**src/rtl/expr_str_parser_if.sv**
```systemverilog
// expr_str_parser_if: character stream in, per-string verdict out
interface expr_str_parser_if #(
  parameter int HEX_MAX = 4,
  parameter int POS_W = 8
);
  logic in_valid;
  logic [7:0] in_char;
  logic done;
  logic ok;
  logic [4*HEX_MAX-1:0] op_a;
  logic [4*HEX_MAX-1:0] op_b;
  logic [2:0] op_code;
  logic [2:0] err_code;
  logic [POS_W-1:0] err_pos;
  logic busy;
  modport master(output in_valid, in_char, input done, ok, op_a, op_b, op_code, err_code, err_pos, busy);
  modport slave(input in_valid, in_char, output done, ok, op_a, op_b, op_code, err_code, err_pos, busy);
endinterface

```
**src/rtl/expr_str_parser.sv**
```systemverilog
// expr_str_parser: recognises OPEN hex op hex CLOSE strings framed by \0 and reports a verdict
module expr_str_parser #(
  parameter int HEX_MIN = 1,
  parameter int HEX_MAX = 4,
  parameter logic [7:0] OPEN_CH = 8'h7B,
  parameter logic [7:0] CLOSE_CH = 8'h7D,
  parameter int CASE_MODE = 0,
  parameter int POS_W = 8
) (
  input logic clk,
  input logic rst_n,
  expr_str_parser_if.slave bus
);
  localparam int W = 4 * HEX_MAX;
  localparam int NW = $clog2(HEX_MAX + 1);
  localparam logic [NW-1:0] N_MIN = NW'(HEX_MIN);
  localparam logic [NW-1:0] N_MAX = NW'(HEX_MAX);
  typedef enum logic [2:0] {IDLE, START, OPEN, DIG_A, OP, DIG_B, CLOSE, ERR} state_t;
  state_t st;
  logic [NW-1:0] n;
  logic [W-1:0] acc_a, acc_b;
  logic [2:0] opc, err, fault, opv;
  logic [POS_W-1:0] cnt, epos;
  logic [7:0] c;
  logic [3:0] nib;
  logic nul, dig, up, lo, hex, sym, busy;
  assign busy = st != IDLE && st != START;
  assign bus.busy = busy;
  // classify the incoming character and work out which error (if any) it raises in the current state
  always_comb begin
    c = bus.in_char;
    nul = c == 8'h00;
    dig = c >= 8'h30 && c <= 8'h39;
    up = c >= 8'h41 && c <= 8'h46 && CASE_MODE != 2;
    lo = c >= 8'h61 && c <= 8'h66 && CASE_MODE != 1;
    hex = dig || up || lo;
    nib = dig ? c[3:0] : c[3:0] + 4'd9;
    sym = c inside {8'h2B, 8'h2D, 8'h2A, 8'h2F, 8'h5C, 8'h3D, 8'h3C, 8'h3E};
    opv = c == 8'h2B ? 3'd0 : c == 8'h2D ? 3'd1 : c == 8'h2A ? 3'd2 : c == 8'h2F ? 3'd3 :
          c == 8'h5C ? 3'd4 : c == 8'h3D ? 3'd5 : c == 8'h3C ? 3'd6 : 3'd7;
    fault = (st == OPEN || st == OP) ? (hex ? 3'd0 : 3'd3) :
            (st == DIG_A || st == DIG_B) ?
              (hex ? (n == N_MAX ? 3'd2 : 3'd0) :
               (st == DIG_A ? sym : c == CLOSE_CH) ? (n < N_MIN ? 3'd2 : 3'd0) : 3'd3) :
            st == CLOSE ? 3'd4 : 3'd0;
  end
  // recognition FSM; a \0 in any busy state ends the string and publishes the verdict
  always_ff @(posedge clk) begin
    if (!rst_n) begin
      st <= IDLE;
      n <= '0;
      acc_a <= '0;
      acc_b <= '0;
      opc <= '0;
      err <= '0;
      cnt <= '0;
      epos <= '0;
      bus.done <= 1'b0;
      bus.ok <= 1'b0;
      bus.op_a <= '0;
      bus.op_b <= '0;
      bus.op_code <= '0;
      bus.err_code <= '0;
      bus.err_pos <= '0;
    end else begin
      bus.done <= 1'b0;
      if (bus.in_valid) begin
        cnt <= &cnt ? cnt : cnt + 1'b1;
        if (nul && busy) begin
          st <= START;
          bus.done <= 1'b1;
          bus.ok <= st == CLOSE;
          bus.op_a <= acc_a;
          bus.op_b <= acc_b;
          bus.op_code <= opc;
          bus.err_code <= st == CLOSE ? 3'd0 : st == ERR ? err : 3'd5;
          bus.err_pos <= st == CLOSE ? POS_W'(0) : st == ERR ? epos : cnt;
        end else if (fault != 3'd0) begin
          st <= ERR;
          err <= fault;
          epos <= cnt;
        end else begin
          case (st)
            IDLE: if (nul) st <= START;
            START: if (!nul) begin
              st <= c == OPEN_CH ? OPEN : ERR;
              err <= c == OPEN_CH ? 3'd0 : 3'd1;
              epos <= '0;
              cnt <= POS_W'(1);
              acc_a <= '0;
              acc_b <= '0;
              opc <= '0;
              n <= '0;
            end
            OPEN: begin
              st <= DIG_A;
              n <= NW'(1);
              acc_a <= W'(nib);
            end
            DIG_A: if (hex) begin
              acc_a <= (acc_a << 4) | W'(nib);
              n <= n + 1'b1;
            end else begin
              st <= OP;
              opc <= opv;
              acc_b <= '0;
            end
            OP: begin
              st <= DIG_B;
              n <= NW'(1);
              acc_b <= W'(nib);
            end
            DIG_B: if (hex) begin
              acc_b <= (acc_b << 4) | W'(nib);
              n <= n + 1'b1;
            end else st <= CLOSE;
            default: ;
          endcase
        end
      end
    end
  end
endmodule

```
**src/flat_wrapper.sv**
```systemverilog
// flat-port wrapper written by rule: the top's interface ports become plain ports
module expr_str_parser_flat 
#(
  parameter int HEX_MIN = 1,
  parameter int HEX_MAX = 4,
  parameter logic [7:0] OPEN_CH = 8'h7B,
  parameter logic [7:0] CLOSE_CH = 8'h7D,
  parameter int CASE_MODE = 0,
  parameter int POS_W = 8
)
  (clk, rst_n, bus_in_valid, bus_in_char, bus_done, bus_ok, bus_op_a, bus_op_b, bus_op_code, bus_err_code, bus_err_pos, bus_busy);
  expr_str_parser_if #(.HEX_MAX(HEX_MAX), .POS_W(POS_W)) bus_i ();
  input logic clk;
  input logic rst_n;
  input wire logic [$bits(bus_i.in_valid)-1:0] bus_in_valid;
  input wire logic [$bits(bus_i.in_char)-1:0] bus_in_char;
  output wire logic [$bits(bus_i.done)-1:0] bus_done;
  output wire logic [$bits(bus_i.ok)-1:0] bus_ok;
  output wire logic [$bits(bus_i.op_a)-1:0] bus_op_a;
  output wire logic [$bits(bus_i.op_b)-1:0] bus_op_b;
  output wire logic [$bits(bus_i.op_code)-1:0] bus_op_code;
  output wire logic [$bits(bus_i.err_code)-1:0] bus_err_code;
  output wire logic [$bits(bus_i.err_pos)-1:0] bus_err_pos;
  output wire logic [$bits(bus_i.busy)-1:0] bus_busy;
  assign bus_i.in_valid = bus_in_valid;
  assign bus_i.in_char = bus_in_char;
  assign bus_done = bus_i.done;
  assign bus_ok = bus_i.ok;
  assign bus_op_a = bus_i.op_a;
  assign bus_op_b = bus_i.op_b;
  assign bus_op_code = bus_i.op_code;
  assign bus_err_code = bus_i.err_code;
  assign bus_err_pos = bus_i.err_pos;
  assign bus_busy = bus_i.busy;
  expr_str_parser #(.HEX_MIN(HEX_MIN), .HEX_MAX(HEX_MAX), .OPEN_CH(OPEN_CH), .CLOSE_CH(CLOSE_CH), .CASE_MODE(CASE_MODE), .POS_W(POS_W)) u_core (.clk(clk), .rst_n(rst_n), .bus(bus_i));
endmodule
```
**config.mk**
```make
export PLATFORM = sky130hd
export DESIGN_NAME = expr_str_parser_flat
export DESIGN_NICKNAME = d
export VERILOG_FILES = /design/src/rtl/expr_str_parser_if.sv /design/src/rtl/expr_str_parser.sv /design/src/flat_wrapper.sv
export SDC_FILE = /design/constraint.sdc
export NUM_CORES = 1
export LEC_CHECK = 0
export CORE_UTILIZATION = 30
export DETAILED_ROUTE_END_ITERATION = 6
export PLACE_DENSITY = 0.51
export SETUP_SLACK_MARGIN = 0.05
export SYNTH_ARGS = -nofsm -noshare
export SYNTH_HDL_FRONTEND = slang
export SYNTH_SLANG_ARGS = --single-unit
```
**constraint.sdc**
```tcl
create_clock -name clk -period 4.55 [get_ports clk]
set_clock_uncertainty 0.15 [all_clocks]
set_input_delay 1.365 -clock clk [delete_from_list [all_inputs] [get_ports clk]]
set_output_delay 1.365 -clock clk [all_outputs]
set_load 0.05 [all_outputs]
```
## Word-level counts from Yosys, hierarchy flattened

Index checks and enable logic that the tools add are counted.

- Flip-flop bits (word level): 108
- Latch bits: 0
- RAM bits: 0
- ROM bits: 0
- Input bits: 11
- Output and inout port bits: 49
- Logic and storage cells: 142
- Memories kept: 0

- $add $sub $neg: 3
- Multiply operators: 0
- Div/mod/pow operators: 0
- $lt $le $gt $ge: 7
- Eq/ne operators: 29
- Shifts and indexed selects: 0
- Muxes and demuxes: 53
- Bitwise gates (word level): 4
- Reduce and logical (&&, ||, !) cells: 31

Operators by type and width:

| cell | number |
|---|---|
| $mux 8 | 10 |
| $mux 3 | 26 |
| $mux 16 | 4 |
| $pmux 16 s4 | 1 |
| $eq 8x6->1 const B | 7 |
| $pmux 16 s3 | 1 |
| $or 16x4->16 | 2 |
| $eq 8x7->1 const B | 3 |
| $reduce_and 6->1 | 4 |
| $pmux 3 s6 | 1 |
| $ge 8x7->1 const B | 2 |
| $le 8x7->1 const B | 2 |
| $reduce_bool 8->1 | 2 |
| $eq 3x3->1 const B | 5 |
| $ne 4x4->1 const B | 3 |
| $reduce_bool 3->1 | 4 |
| $pmux 3 s3 | 1 |
| $add 8x1->8 const B | 1 |
| $ge 8x6->1 const B | 1 |
| $le 8x6->1 const B | 1 |
| $logic_not 8->1 | 1 |
| $reduce_and 8->1 | 1 |
| $reduce_and 7->1 | 1 |
| $eq 3x2->1 const B | 2 |
| other kinds (21) | 41 |

## Longest topological paths before layout

Gate-level depths: netlist (run 1).

- Word-level depth: 10
- Depth in mapped cells: 11
- Mapped depth without buffers: 9

## Least setup slack after synthesis (run 1)

OpenSTA, ideal clock, no wires.

- Path kind: in2reg
- Start: input bus_in_char[0]
- End: register u_core.acc_a[10]
- Setup time: 0.072 ns
- Arrival: 3.462 ns
- Data required time: 4.328 ns
- Path slack: 0.866 ns
- Cell stages on the path: 11
- Buffers on the path: 2
- Cells stage by stage: inv_1 ha_1 o21bai_1 a21oi_4 a31oi_2 buf_6 a21oi_2 o32ai_4 nor4_4 buf_6 mux2i_1

- Word-level cells in the longest chain between the ends: 10
- Elaborated cells on any way between the ends: 35
- Those cells by class: order compare (6); eq/ne (11); mux (6); bitwise (2); reduce/logical (10)

Ends and longest elaborated chain:

| what | line | source |
|---|---|---|
| start: declaration | flat_wrapper.sv:16 | `input wire logic [$bits(bus_i.in_char)-1:0] bus_in_char;` |
| $ge 8x6->1, or another cell as far along | expr_str_parser.sv:33 | `dig = c >= 8'h30 && c <= 8'h39;` |
| $logic_and 1x1->1, or another cell as far along | expr_str_parser.sv:33 |  |
| $logic_or 1x1->1 or $mux 1 (tied branches) | expr_str_parser.sv:36, expr_str_parser.sv:44 |  |
| $logic_or 1x1->1 or $mux 3 (tied branches) | expr_str_parser.sv:36, expr_str_parser.sv:44 |  |
| $mux 3 | expr_str_parser.sv:43 | `(hex ? (n == N_MAX ? 3'd2 : 3'd0) :` |
| $mux 3 | expr_str_parser.sv:42 | `(st == DIG_A \|\| st == DIG_B) ?` |
| $mux 3 | expr_str_parser.sv:41 | `fault = (st == OPEN \|\| st == OP) ? (hex ? 3'd0 : 3'd3) :` |
| $reduce_bool 3->1 | expr_str_parser.sv:78 | `end else if (fault != 3'd0) begin` |
| $not 1->1 (no source line) | - |  |
| $reduce_and 6->1 (no source line) (*) | - |  |
| end signal: assignment | expr_str_parser.sv:98 | `acc_a <= W'(nib);` |
| end signal: assignment | expr_str_parser.sv:101 | `acc_a <= (acc_a << 4) \| W'(nib);` |
| end: declaration | expr_str_parser.sv:21 | `logic [W-1:0] acc_a, acc_b;` |

Every way passes the cells marked *; elsewhere a longest branch is shown, timed or not.
A chain may end at the register's enable or synchronous reset.

## Worst setup path after layout (run 1)

- Start: input bus_in_char[0]
- End: register u_core.acc_b[15]

- Word-level cells in the longest chain between the ends: 10
- Elaborated cells on any way between the ends: 36
- Those cells by class: order compare (6); eq/ne (12); mux (6); bitwise (2); reduce/logical (10)

Ends and longest elaborated chain:

| what | line | source |
|---|---|---|
| $ge 8x6->1, or another cell as far along | expr_str_parser.sv:33 |  |
| $logic_and 1x1->1, or another cell as far along | expr_str_parser.sv:33 |  |
| $logic_or 1x1->1 or $mux 1 (tied branches) | expr_str_parser.sv:36, expr_str_parser.sv:44 |  |
| $logic_or 1x1->1 or $mux 3 (tied branches) | expr_str_parser.sv:36, expr_str_parser.sv:44 |  |
| $mux 3 | expr_str_parser.sv:43 |  |
| $mux 3 | expr_str_parser.sv:42 |  |
| $mux 3 | expr_str_parser.sv:41 |  |
| $reduce_bool 3->1 | expr_str_parser.sv:78 |  |
| $not 1->1 (no source line) | - |  |
| $reduce_and 7->1 (no source line) (*) | - |  |
| end signal: assignment | expr_str_parser.sv:111 | `acc_b <= W'(nib);` |
| end signal: assignment | expr_str_parser.sv:114 | `acc_b <= (acc_b << 4) \| W'(nib);` |
| end: declaration | expr_str_parser.sv:21 |  |

Marked as above.

==> summary.md, run 1 <==
| Metric | Value |
|---|---|
| Result of the run | finished, final reports clean |
| Number of antenna violations at the first check in global routing | 0 |
| Wirelength, routed | 12200 um |
| Core outline area | 16600 um^2 |
| Largest net degree at the start of global routing | 58 |
| Post_cts resized | 0 |
| All-layer global routing usage | 14.4% |
| Clock slew at the register clock pins of the worst setup and hold paths | 0.08 ns |
| Largest fanout of any net on the critical path | 16 |
| Pwr dens | 388 nW/um^2 |
| Area share of the leading cell type in the synthesized netlist | 42.3% |
| Die Footprint | 17600 um^2 |
| Number of top-level pins | 60 |
| Source-to-sink clock delay at the later pin of the worst-skew pair | 0.35 ns |
| # diodes | 0 |
| CTS HTree Levels | 3 |
| Routed len/inst | 14.0 um |
| Number of detailed-routing iterations run before antenna repair | 5 |
| Max Fclk | 0.235 GHz |
| Required @ worst endpoint | 4.68 ns |
| Post-synthesis average cell area | 8.41 um^2 |
| Async S/R FF share, synth | 0% |
| Synth Cell Area | 5110 um^2 |
| Least-Margin Pin Slew | 0.978 ns |
| Total power | 2.43 mW |
| Cells on worst reg2reg path | 7 |
| Critical hold path startpoint | u_core.acc_a[14] |
| Tmin final | 4.26 ns |
| Max capacitance violation total | 0 |
| Die outline width | 133 um |
| Congestion Overflow GR | 0 |
| Biggest area contributors in the synthesized netlist | dfxtp_1 42%, nand2_1 12%, mux2i_1 7.6% |
| Fraction of power consumed by sequential logic | 41.3% |
| Reported leakage power | 2.17 nW |
| Worst Hold Slack | 0.309 ns |
| Type of the most critical hold path | flop to flop |
| Data arrival time of the critical path | 4.39 ns |
| Post-CTS Hold Fix Bufs | 0 |
| Pins over their slew limit | 0 |
| Clock root buffer | clkbuf_16 |
| Sw Share | 31.7% |
| Worst r2r src | u_core.st[1] |
| Placer congestion estimate | 0.854 |
| Iteration-0 DRC Markers | 260 |
| Number of buffers added by the clock tree synthesis step | 9 |
| Post-Synthesis Cells | 608 |
| Share of final-layout standard cells stronger than drive strength 1 | 7.79% |
| Clock tree from TritonCTS | done |
| Hpwl dp | 8450 um |
| Library cell with the highest instance count after synthesis | nand2_1 |
| Share of power burned in combinational logic | 24.5% |
| Sequential element share of the synthesized area | 42.3% |
| Core Rows | 47 |
| Unique masters post-synth | 58 |
| Proportion of power drawn by the clock network | 34.2% |
| Relative slew margins | 34.6% |
| Commonest cells post-synth | 164 x nand2_1, 108 x dfxtp_1, 39 x mux2i_1 |
| Peak supply drop | 0.252 mV |
| First-pass GRT wire length | 20500 um |
| Net count after synthesis | 626 |
| Psw | 0.771 mW |
| Hold Path Cell Cnt | 2 |
| Residual antenna-violating net count after detailed routing | 0 |
| Maximum buffer depth of the clock tree | 2 |
| Worst Setup End Kind | flop |
| Area growth from synthesis to final layout | 22.5% |
| Final period util | 93.6% |
| Port Buffers | 59 |
| Hold violation count in the final report | 0 |
| Yosys Warn Count | 0 |
| Classification of the worst setup path | input pin to flop |
| Design internal power | 1.66 mW |
| Layout Nets | 668 |
| Primary FF master, synth | dfxtp_1 |
| Cell type with the highest aggregate area in the netlist | dfxtp_1 |
| Count of final setup violators | 0 |
| Worst R2R End | u_core.acc_b[15] |
| Via count of the first global-routing pass | 4105 |
| WHS Endpoint | u_core.acc_a[14] |
| DIE HEIGHT | 133 um |
| DRC errors left | 0 |
| Effective utilization at floorplan | 30.8% |
| RSZ-0062 raised after global routing | no |
| Yosys reg bits | 108 |
| Sort of element at the start of the critical path | input pin |
| Slack of the worst reg-to-reg path | 1.69 ns |
| Via density per instance | 4.92 |
| Number of enable-type register cells in the synthesized netlist | 0 |
| Clock sink count | 108 |
| Total vias in the final route | 4305 |
| Setup repair bufs after CTS | 0 |
## cell families (layout without fill, tap and decap cells)
| kind of cell | count (synthesis) | count (layout) | share of synthesized area, % |
|---|---|---|---|
| muxes | 40 | 40 | 7.86 |
| and+or+nand+nor | 277 | 277 | 25.2 |
| buffers and inverters | 58 | 105 | 4.94 |
| xor gates and xnor gates | 8 | 8 | 1.37 |
| adders and majority gates | 7 | 7 | 1.71 |
| AOI/OAI and AO/OA | 110 | 110 | 16.6 |
| DFF | 108 | 108 | 42.3 |
## power groups by stage
stage          clock network, mW  registers (mW)  logic (mW)
2_1_floorplan                  0            1.00       0.469
3_3_place_gp                   0            1.02       0.583
3_5_place_dp                   0            1.02       0.593
4_1_cts                    0.862            1.00       0.595
5_1_grt                    0.898            1.01       0.645
6_report                   0.830            1.00       0.595
## worst max-delay path, stage by stage
cell	delay (ns)
clkdlybuf4s50_1	0.52
inv_1	0.08
ha_1	0.26
o21bai_1	0.26
a21oi_4	0.12
a31oi_2	0.24
buf_12	0.17
nor2_1	0.07
a211o_1	0.28
nor3_4	0.75
mux2i_1	0.27
## placed cells by master, fill, tap and decap left out, drive strengths merged, types with 2 or more instances in the layout
master | netlist | final
inv | 12 | 14
xnor2 | 3 | 3
nand4bb | 2 | 2
nand4 | 12 | 12
clkbuf | 37 | 11
nor3 | 9 | 9
nor4 | 3 | 3
dfxtp | 108 | 108
nand3b | 2 | 2
nor2b | 3 | 3
o21bai | 2 | 2
buf | 9 | 19
xor2 | 5 | 5
a21boi | 38 | 38
o31ai | 4 | 4
nand4b | 2 | 2
ha | 7 | 7
a311oi | 2 | 2
nand3 | 36 | 36
o21ai | 19 | 19
and3 | 3 | 3
clkdlybuf4s50 | 0 | 58
o311a | 2 | 2
nand2 | 164 | 164
nand2b | 5 | 5
or4 | 3 | 3
and2 | 6 | 6
mux2i | 39 | 39
a211oi | 3 | 3
o32ai | 3 | 3
nor2 | 25 | 25
o211a | 10 | 10
o211ai | 3 | 3
a21oi | 13 | 13
a31oi | 2 | 2
## routing by layer
layer / part of all wire (%) / track usage, % / vias to the layer above
met5: 0 / 0 / -
met4: 1.7 / 4.73 / 0
met3: 3.6 / 3.26 / 15
met2: 47 / 23.5 / 106
met1: 48 / 18.7 / 2008
li1: - / - / 2176
## flip-flops by register name, indices dropped and copies added (netlist names)
name / flops
u_core.acc_a: 16
u_core.acc_b: 16
u_core.bus.op_a: 16
u_core.bus.op_b: 16
u_core.bus.err_pos: 8
u_core.cnt: 8
u_core.epos: 8
u_core.bus.err_code: 3
u_core.bus.op_code: 3
u_core.err: 3
u_core.n: 3
u_core.opc: 3
u_core.st: 3
u_core.bus.done: 1
u_core.bus.ok: 1
## layout make-up
class | instances | area [um^2]
Clock buffer | 11 | 253
Clock inverter | 5 | 66.3
Fill cell | 1699 | 10300
Inverter | 12 | 45.0
Multi-Input combinational cell | 442 | 2700
Sequential cell | 108 | 2160
Tap cell | 220 | 275
Timing Repair Buffer | 77 | 761
## per-stage QoR
step	area [um^2]	instances	setup TNS, ns	setup slack, ns	utilization [%]
6_report	6260	875	0	0.290	37.8
5_1_grt	6260	875	0	0.0568	37.8
4_1_cts	6260	875	0	0.272	37.8
3_5_place_dp	5940	859	-1.32	-0.102	35.8
3_3_place_gp	5940	859	0	0.0622	35.8
2_1_floorplan	5110	608	0	0.866	-
## how the worst max path moves through the flow
stage,startpoint,end,slack (ns),depth (start not counted)
after floorplan,bus_in_char[0],u_core.acc_a[10],0.87,11
after global placement,bus_in_char[1],u_core.acc_b[13],0.06,11
final,bus_in_char[0],u_core.acc_b[15],0.29,11
after global routing,bus_in_char[1],u_core.acc_b[6],0.06,11
after detailed placement,bus_in_char[1],u_core.acc_b[12],-0.10,11
after CTS,bus_in_char[1],u_core.acc_b[15],0.27,11
Note: power is estimated with default switching activity, not from simulation.
==> run 2: changes to the inputs <==
--- a/config.mk
+++ b/config.mk
@@ -5,6 +5,7 @@
 export SDC_FILE = /design/constraint.sdc
 export NUM_CORES = 1
 export LEC_CHECK = 0
+export CAP_MARGIN = 30
 export CORE_UTILIZATION = 30
 export DETAILED_ROUTE_END_ITERATION = 6
 export PLACE_DENSITY = 0.51
==> results of run 2 <==
The final DEF is identical to that of run 1; final timing and power are the same.
==> run 3: changes to the inputs <==
--- a/config.mk
+++ b/config.mk
@@ -7,6 +7,7 @@
 export LEC_CHECK = 0
 export CAP_MARGIN = 30
 export CORE_UTILIZATION = 30
+export CTS_BUF_LIST = sky130_fd_sc_hd__clkbuf_8 sky130_fd_sc_hd__clkbuf_16
 export DETAILED_ROUTE_END_ITERATION = 6
 export PLACE_DENSITY = 0.51
 export SETUP_SLACK_MARGIN = 0.05
==> results of run 3 <==
The final DEF is identical to that of run 1; final timing and power are the same.
